### src/rtl/rkx_ctrl.sv
// rkx_ctrl: RK8E-style disk controller -- IOT decode, status/command registers and backend transfer sequencer.
// Optional transfer watchdog is compiled in when RKX_TIMEOUT_EN is defined.
module rkx_ctrl #(
   parameter logic [5:0]  DEV_CODE       = 6'o74,
   parameter int unsigned NDRIVES        = 4,
   parameter int unsigned MAX_CYL        = 203,
   parameter logic [23:0] TIMEOUT_CYCLES = 24'd10_000_000
) (
   input  logic        clk,
   input  logic        reset,
   input  logic        clear,
   input  logic [0:11] instruction,
   input  logic [4:0]  state,
   input  logic [0:11] ac,
   input  logic        UF,
   output logic [0:11] disk_bus,
   output logic        skip,
   output logic        interrupt,
   output logic        be_req,
   output logic [1:0]  be_op,
   output logic [0:14] be_disk_addr,
   output logic [0:14] be_mem_addr,
   output logic        be_len,
   output logic        be_abort,
   input  logic        be_ack,
   input  logic        be_done,
   input  logic        be_err
);

   // CPU major-state code of the IOT execute cycle
   localparam logic [4:0] F1 = 5'd1;

   typedef enum logic [2:0] {S_IDLE, S_CHECK, S_ISSUE, S_WAIT, S_DONE} fsm_t;
   fsm_t fsm_q, fsm_d;

   logic [0:11] cmd_reg, car, dar, status;
   logic [3:0]  write_lock;
   logic        st_done, st_wlk, st_drv, st_cyl, st_tim;
   logic        set_done, set_wlk, set_drv, set_cyl;
   logic        iot_f1, dev_hit, caf, init;
   logic        do_dskp, do_dclc, do_dlag, do_dlca, do_drst, do_dldc;
   logic        busy, flag, dlag_go, abort_dclc, timeout, status_clr;
   logic        drv_bad, cyl_bad, wlk_bad;
   logic [1:0]  drive;
   logic [7:0]  cyl;
   logic [2:0]  fn;

   assign iot_f1  = (state == F1) && !UF;
   assign dev_hit = iot_f1 && (instruction[0:8] == {3'o6, DEV_CODE});
   assign caf     = iot_f1 && (instruction == 12'o6007);
   assign init    = clear || caf;
   assign fn      = instruction[9:11];

   assign do_dskp = dev_hit && (fn == 3'd1);
   assign do_dclc = dev_hit && (fn == 3'd2);
   assign do_dlag = dev_hit && (fn == 3'd3);
   assign do_dlca = dev_hit && (fn == 3'd4);
   assign do_drst = dev_hit && (fn == 3'd5);
   assign do_dldc = dev_hit && (fn == 3'd6);

   assign busy       = (fsm_q != S_IDLE);
   assign flag       = st_done | st_tim | st_wlk | st_drv | st_cyl;
   assign status_clr = do_dldc | do_dclc;
   assign abort_dclc = do_dclc && ac[11] && busy;
   // Transfer commands (read, read-all, write, write-all) all have cmd[1] clear
   assign dlag_go    = do_dlag && !busy && !cmd_reg[1];

   assign drive   = cmd_reg[9:10];
   assign cyl     = {cmd_reg[11], dar[0:6]};
   assign drv_bad = 32'(drive) >= NDRIVES;
   assign cyl_bad = 32'(cyl) > MAX_CYL;
   assign wlk_bad = cmd_reg[0] && write_lock[drive];

   assign status = {st_done, 4'b0000, busy, st_tim, st_wlk, 2'b00, st_drv, st_cyl};

   assign be_req       = (fsm_q == S_ISSUE);
   assign be_op        = {cmd_reg[2], cmd_reg[0]};
   assign be_len       = cmd_reg[5];
   assign be_disk_addr = {cmd_reg[9:10], cmd_reg[11], dar};
   assign be_mem_addr  = {cmd_reg[6:8], car};

   always_comb begin
      fsm_d    = fsm_q;
      set_done = 1'b0;
      set_wlk  = 1'b0;
      set_drv  = 1'b0;
      set_cyl  = 1'b0;
      case (fsm_q)
         S_IDLE:  if (dlag_go) fsm_d = S_CHECK;
         S_CHECK: begin
            fsm_d = S_DONE;
            if (drv_bad)      set_drv = 1'b1;
            else if (cyl_bad) set_cyl = 1'b1;
            else if (wlk_bad) set_wlk = 1'b1;
            else              fsm_d   = S_ISSUE;
         end
         S_ISSUE: if (be_ack) fsm_d = S_WAIT;
         S_WAIT: begin
            if (be_done) begin
               fsm_d   = S_DONE;
               set_drv = be_err;
            end
         end
         S_DONE: begin
            set_done = 1'b1;
            fsm_d    = S_IDLE;
         end
         default: fsm_d = S_IDLE;
      endcase
      if (timeout) begin
         fsm_d   = S_DONE;
         set_drv = 1'b0;
      end
      // Aborts override any backend handshake seen in the same cycle
      if (abort_dclc || init) begin
         fsm_d    = S_IDLE;
         set_done = 1'b0;
         set_wlk  = 1'b0;
         set_drv  = 1'b0;
         set_cyl  = 1'b0;
      end
   end

   always_ff @(posedge clk or posedge reset) begin
      if (reset) fsm_q <= S_IDLE;
      else       fsm_q <= fsm_d;
   end

   always_ff @(posedge clk or posedge reset) begin
      if (reset) begin
         cmd_reg    <= '0;
         car        <= '0;
         dar        <= '0;
         write_lock <= '0;
         disk_bus   <= '0;
         skip       <= 1'b0;
         interrupt  <= 1'b0;
         be_abort   <= 1'b0;
         st_done    <= 1'b0;
         st_wlk     <= 1'b0;
         st_drv     <= 1'b0;
         st_cyl     <= 1'b0;
      end else if (init) begin
         cmd_reg    <= '0;
         car        <= '0;
         dar        <= '0;
         write_lock <= '0;
         disk_bus   <= '0;
         skip       <= 1'b0;
         interrupt  <= 1'b0;
         be_abort   <= busy;
         st_done    <= 1'b0;
         st_wlk     <= 1'b0;
         st_drv     <= 1'b0;
         st_cyl     <= 1'b0;
      end else begin
         be_abort  <= abort_dclc | timeout;
         skip      <= do_dskp & flag;
         interrupt <= flag & cmd_reg[3];
         st_done   <= (st_done & ~status_clr) | set_done |
                      (do_dldc && (ac[0:2] == 3'b011) && ac[4]);
         st_wlk    <= (st_wlk & ~status_clr) | set_wlk;
         st_drv    <= (st_drv & ~status_clr) | set_drv;
         st_cyl    <= (st_cyl & ~status_clr) | set_cyl;
         if (do_drst) disk_bus <= status;
         if (do_dlca) car <= ac;
         if (dlag_go) dar <= ac;
         if (do_dldc) begin
            cmd_reg <= ac;
            if (ac[0:2] == 3'b010) write_lock[ac[9:10]] <= 1'b1;
         end
      end
   end

`ifdef RKX_TIMEOUT_EN
   logic [23:0] wd_cnt;

   assign timeout = ((fsm_q == S_ISSUE) || (fsm_q == S_WAIT)) &&
                    (wd_cnt == TIMEOUT_CYCLES - 24'd1);

   always_ff @(posedge clk or posedge reset) begin
      if (reset) begin
         wd_cnt <= '0;
         st_tim <= 1'b0;
      end else if (init) begin
         wd_cnt <= '0;
         st_tim <= 1'b0;
      end else begin
         if ((fsm_d == S_ISSUE) && (fsm_q != S_ISSUE)) wd_cnt <= '0;
         else if ((fsm_q == S_ISSUE) || (fsm_q == S_WAIT)) wd_cnt <= wd_cnt + 24'd1;
         st_tim <= (st_tim & ~status_clr) | (timeout & ~abort_dclc);
      end
   end
`else
   logic wd_unused;
   assign wd_unused = ^TIMEOUT_CYCLES;
   assign timeout   = 1'b0;
   assign st_tim    = 1'b0;
`endif

endmodule
### config.mk
export PLATFORM = sky130hd
export DESIGN_NAME = rkx_ctrl
export DESIGN_NICKNAME = d
export VERILOG_FILES = /design/src/rtl/rkx_ctrl.sv
export SDC_FILE = /design/constraint.sdc
export NUM_CORES = 1
export LEC_CHECK = 0
export CAP_MARGIN = 20
export CORE_MARGIN = 2
export CORE_UTILIZATION = 40
export CTS_CLUSTER_SIZE = 24
export DETAILED_ROUTE_END_ITERATION = 7
export PLACE_DENSITY_LB_ADDON = 0.08
export SKIP_CTS_REPAIR_TIMING = 1
export SLEW_MARGIN = 20
export SYNTH_ARGS = -nofsm -noshare
export SYNTH_HDL_FRONTEND = slang
export SYNTH_SLANG_ARGS = --single-unit
### constraint.sdc
create_clock -name clk -period 1.83 [get_ports clk]
set_clock_uncertainty 0.05 [all_clocks]
set_input_delay 0.549 -clock clk [delete_from_list [all_inputs] [get_ports clk]]
set_output_delay 0.549 -clock clk [all_outputs]
set_load 0.01 [all_outputs]
==> flow_metrics.env <==
export IMPL_outcome="complete, but fails checks"
export IMPL_violations="setup timing"
export IMPL_cts_root_buf="clkbuf_8"
export IMPL_postSynthCellCount=270
export IMPL_wl_per_cell_um=17.6
export IMPL_gp_congestion=0.805
export IMPL_final_antenna_net_count=0
export IMPL_max_freq_mhz=531
export IMPL_hpwl_um=4990
export IMPL_power_density_mw_per_mm2=512
export IMPL_cp_slowest_cell="or4_4"
export IMPL_finalMaxSlewViolations=0
export IMPL_drive_gt1_share_pct=35.1
export IMPL_cts_sinks=54
export IMPL_fin_cells=453
export IMPL_fin_total_pwr_mw=2.20
export IMPL_grt_pass1_vias=2330
export IMPL_numCtsBuffers=5
export IMPL_synthTopCellsByArea="dfrtp_1 (51%), nand2_1 (7.3%), mux2i_1 (6.0%)"
export IMPL_clock_latency_ps=310
export IMPL_core_area_sq_mm=0.00639
export IMPL_dp_cells=433
export IMPL_synth_avg_cell_area_sq_um=9.87
export IMPL_hold_start="write_lock[2]"
export IMPL_synth_flop_cell="dfrtp_1"
export IMPL_antenna_found_initial=0
export IMPL_maxCapViolations=0
export IMPL_leakage_nw=2.71
export IMPL_critPathArrivalTime_ps=2040
export IMPL_dieHeight_um=85.6
export IMPL_setup_viol=15
export IMPL_clock_path_buffers=2
export IMPL_netlist_area_sq_mm=0.00266
export IMPL_cp_data_required_time_ps=1980
export IMPL_synth_seq_area_share_pct=50.7
export IMPL_layout_commonest_cell="dfrtp_1"
export IMPL_critPathMaxFanout=6
export IMPL_yosysTopAreaCellShare_pct=50.7
export IMPL_path_class="primary input to register"
export IMPL_row_count=29
export IMPL_ff_latch_area_sq_mm=0.00135
export IMPL_path_clk_slew_ps=100
export IMPL_initial_core_util_pct=41.7
export IMPL_area_growth_pct=61.0
export IMPL_regToRegStartpoint="cmd_reg[10]"
export IMPL_dieArea_sq_mm=0.00733
export IMPL_critPathMaxStageDelay_ps=620
export IMPL_vias_per_cell=5.38
export IMPL_drc=0
export IMPL_yosysUniqueCellTypes=44
export IMPL_setup_ws_ps=-54.3
export IMPL_die_x_um=85.6
export IMPL_setup_tns_ps=-412
export IMPL_async_reset_ff_share_pct=100
export IMPL_mostFrequentLayoutCells="dfrtp_1 (54), dlymetal6s2s_1 (51), buf_4 (33), nor2_1 (30), nand2_1 (26)"
export IMPL_end_kind="register"
export IMPL_peakVddDrop_mv=0.394
export IMPL_yosys_area_top_type="dfrtp_1"
export IMPL_rsz0062_at_grt="yes"
export IMPL_grt_max_degree=55
export IMPL_min_period_over_period_pct=103
export IMPL_worstSetupPathDepth=5
export IMPL_crit_start="instruction[9]"
export IMPL_grt_pass1_wl_um=11300
export IMPL_cts_tree="done"
export IMPL_fin_nets=412
export IMPL_worstPathCellList="clkdlybuf4s50_1, or4_4, clkbuf_16, mux2i_1, nor2_1"
export IMPL_dr_pass1_iters=4
export IMPL_ys_ff_latch=54
export IMPL_yosys_warnings=0
export IMPL_r2r_cells=7
export IMPL_overflow=0
export IMPL_cp_start_kind="primary input"
export IMPL_num_antenna_cells=0
export IMPL_wl_um=7980
export IMPL_track_usage_pct=19.5
export IMPL_fillers=509
export IMPL_hold_violations=0
export IMPL_ctsHtreeMaxLevel=2
export IMPL_vias=2438
export IMPL_io_buffers=77
export IMPL_min_period_ps=1880
export IMPL_critical_path_top_delay_family="simple AND/OR/NAND/NOR gates"
export IMPL_hold_depth=2
export IMPL_drtIter0Drc=90
export IMPL_path_buf_inv=2
export IMPL_hold_class="register to register"
export IMPL_pin_count=85
export IMPL_multiInputGateArea_sq_mm=0.00138
export IMPL_synth_edf_count=0
==> metal layers <==
metal,track usage (%),wire length [um]
met5,0,0
met4,5.48,110
met3,4.14,378
met2,31.7,4090
met1,26.7,3400
==> tightest hold or removal path, cell delays in order (launching register included) <==
cell	delay [ps]
dfrtp_1	360
a21oi_1	40
nor2_1	80
==> synthesized netlist by cell type (all sizes together) (3+ instances only) <==
master,number
nand4,3
nor3,9
dfrtp,54
buf,23
and3,3
nand3,4
nor3b,4
nand2,52
nor4,6
clkbuf,8
a21oi,27
mux2i,16
nor2,30
==> cell families after synthesis <==
family	synth area share [%]
AO/OA/AOI/OAI	9.02
buffers and inverters	9.25
AND/OR/NAND/NOR	24.0
flip-flops	50.7
multiplexers	6.86
other	0.141
==> through the flow <==
stage                     area (sq um)  hold slack, ps  worst slack, ps  util (%)
after floorplan                   2690             407             -219         -
after global placement            3630             425             -673      56.9
after detailed placement          3630             437             -711      56.9
after CTS                         3710             462             -403      58.2
after global routing              4290             473             -114      67.2
final                             4290             462            -54.3      67.2
==> report_power, final <==
| group | total, mW | internal (mW) | leakage [nW] | switching [mW] |
|---|---|---|---|---|
| clock | 0.678 | 0.266 | 0.0444 | 0.411 |
| sequential | 1.21 | 1.20 | 0.754 | 0.00587 |
| combinational | 0.314 | 0.154 | 1.91 | 0.159 |
==> area by class of cell <==
type | instances | area share [%]
multi-input combinational | 189 | 32.1
timing repair buffer | 124 | 32.0
sequential | 54 | 31.5
tap | 77 | 2.25
clock buffer | 5 | 1.60
clock inverter | 2 | 0.321
inverter | 2 | 0.263
==> path summary, 6_finish.rpt <==
check / to / slack, ps
max: dar[7] / -50
min: write_lock[2] / 460
max reg2reg: fsm_q[2] / -10
min reg2reg: write_lock[2] / 460
max in group asynchronous: be_abort / 890
min in group asynchronous: car[9] / 590
No activity file was read; power rests on OpenSTA's default activity.
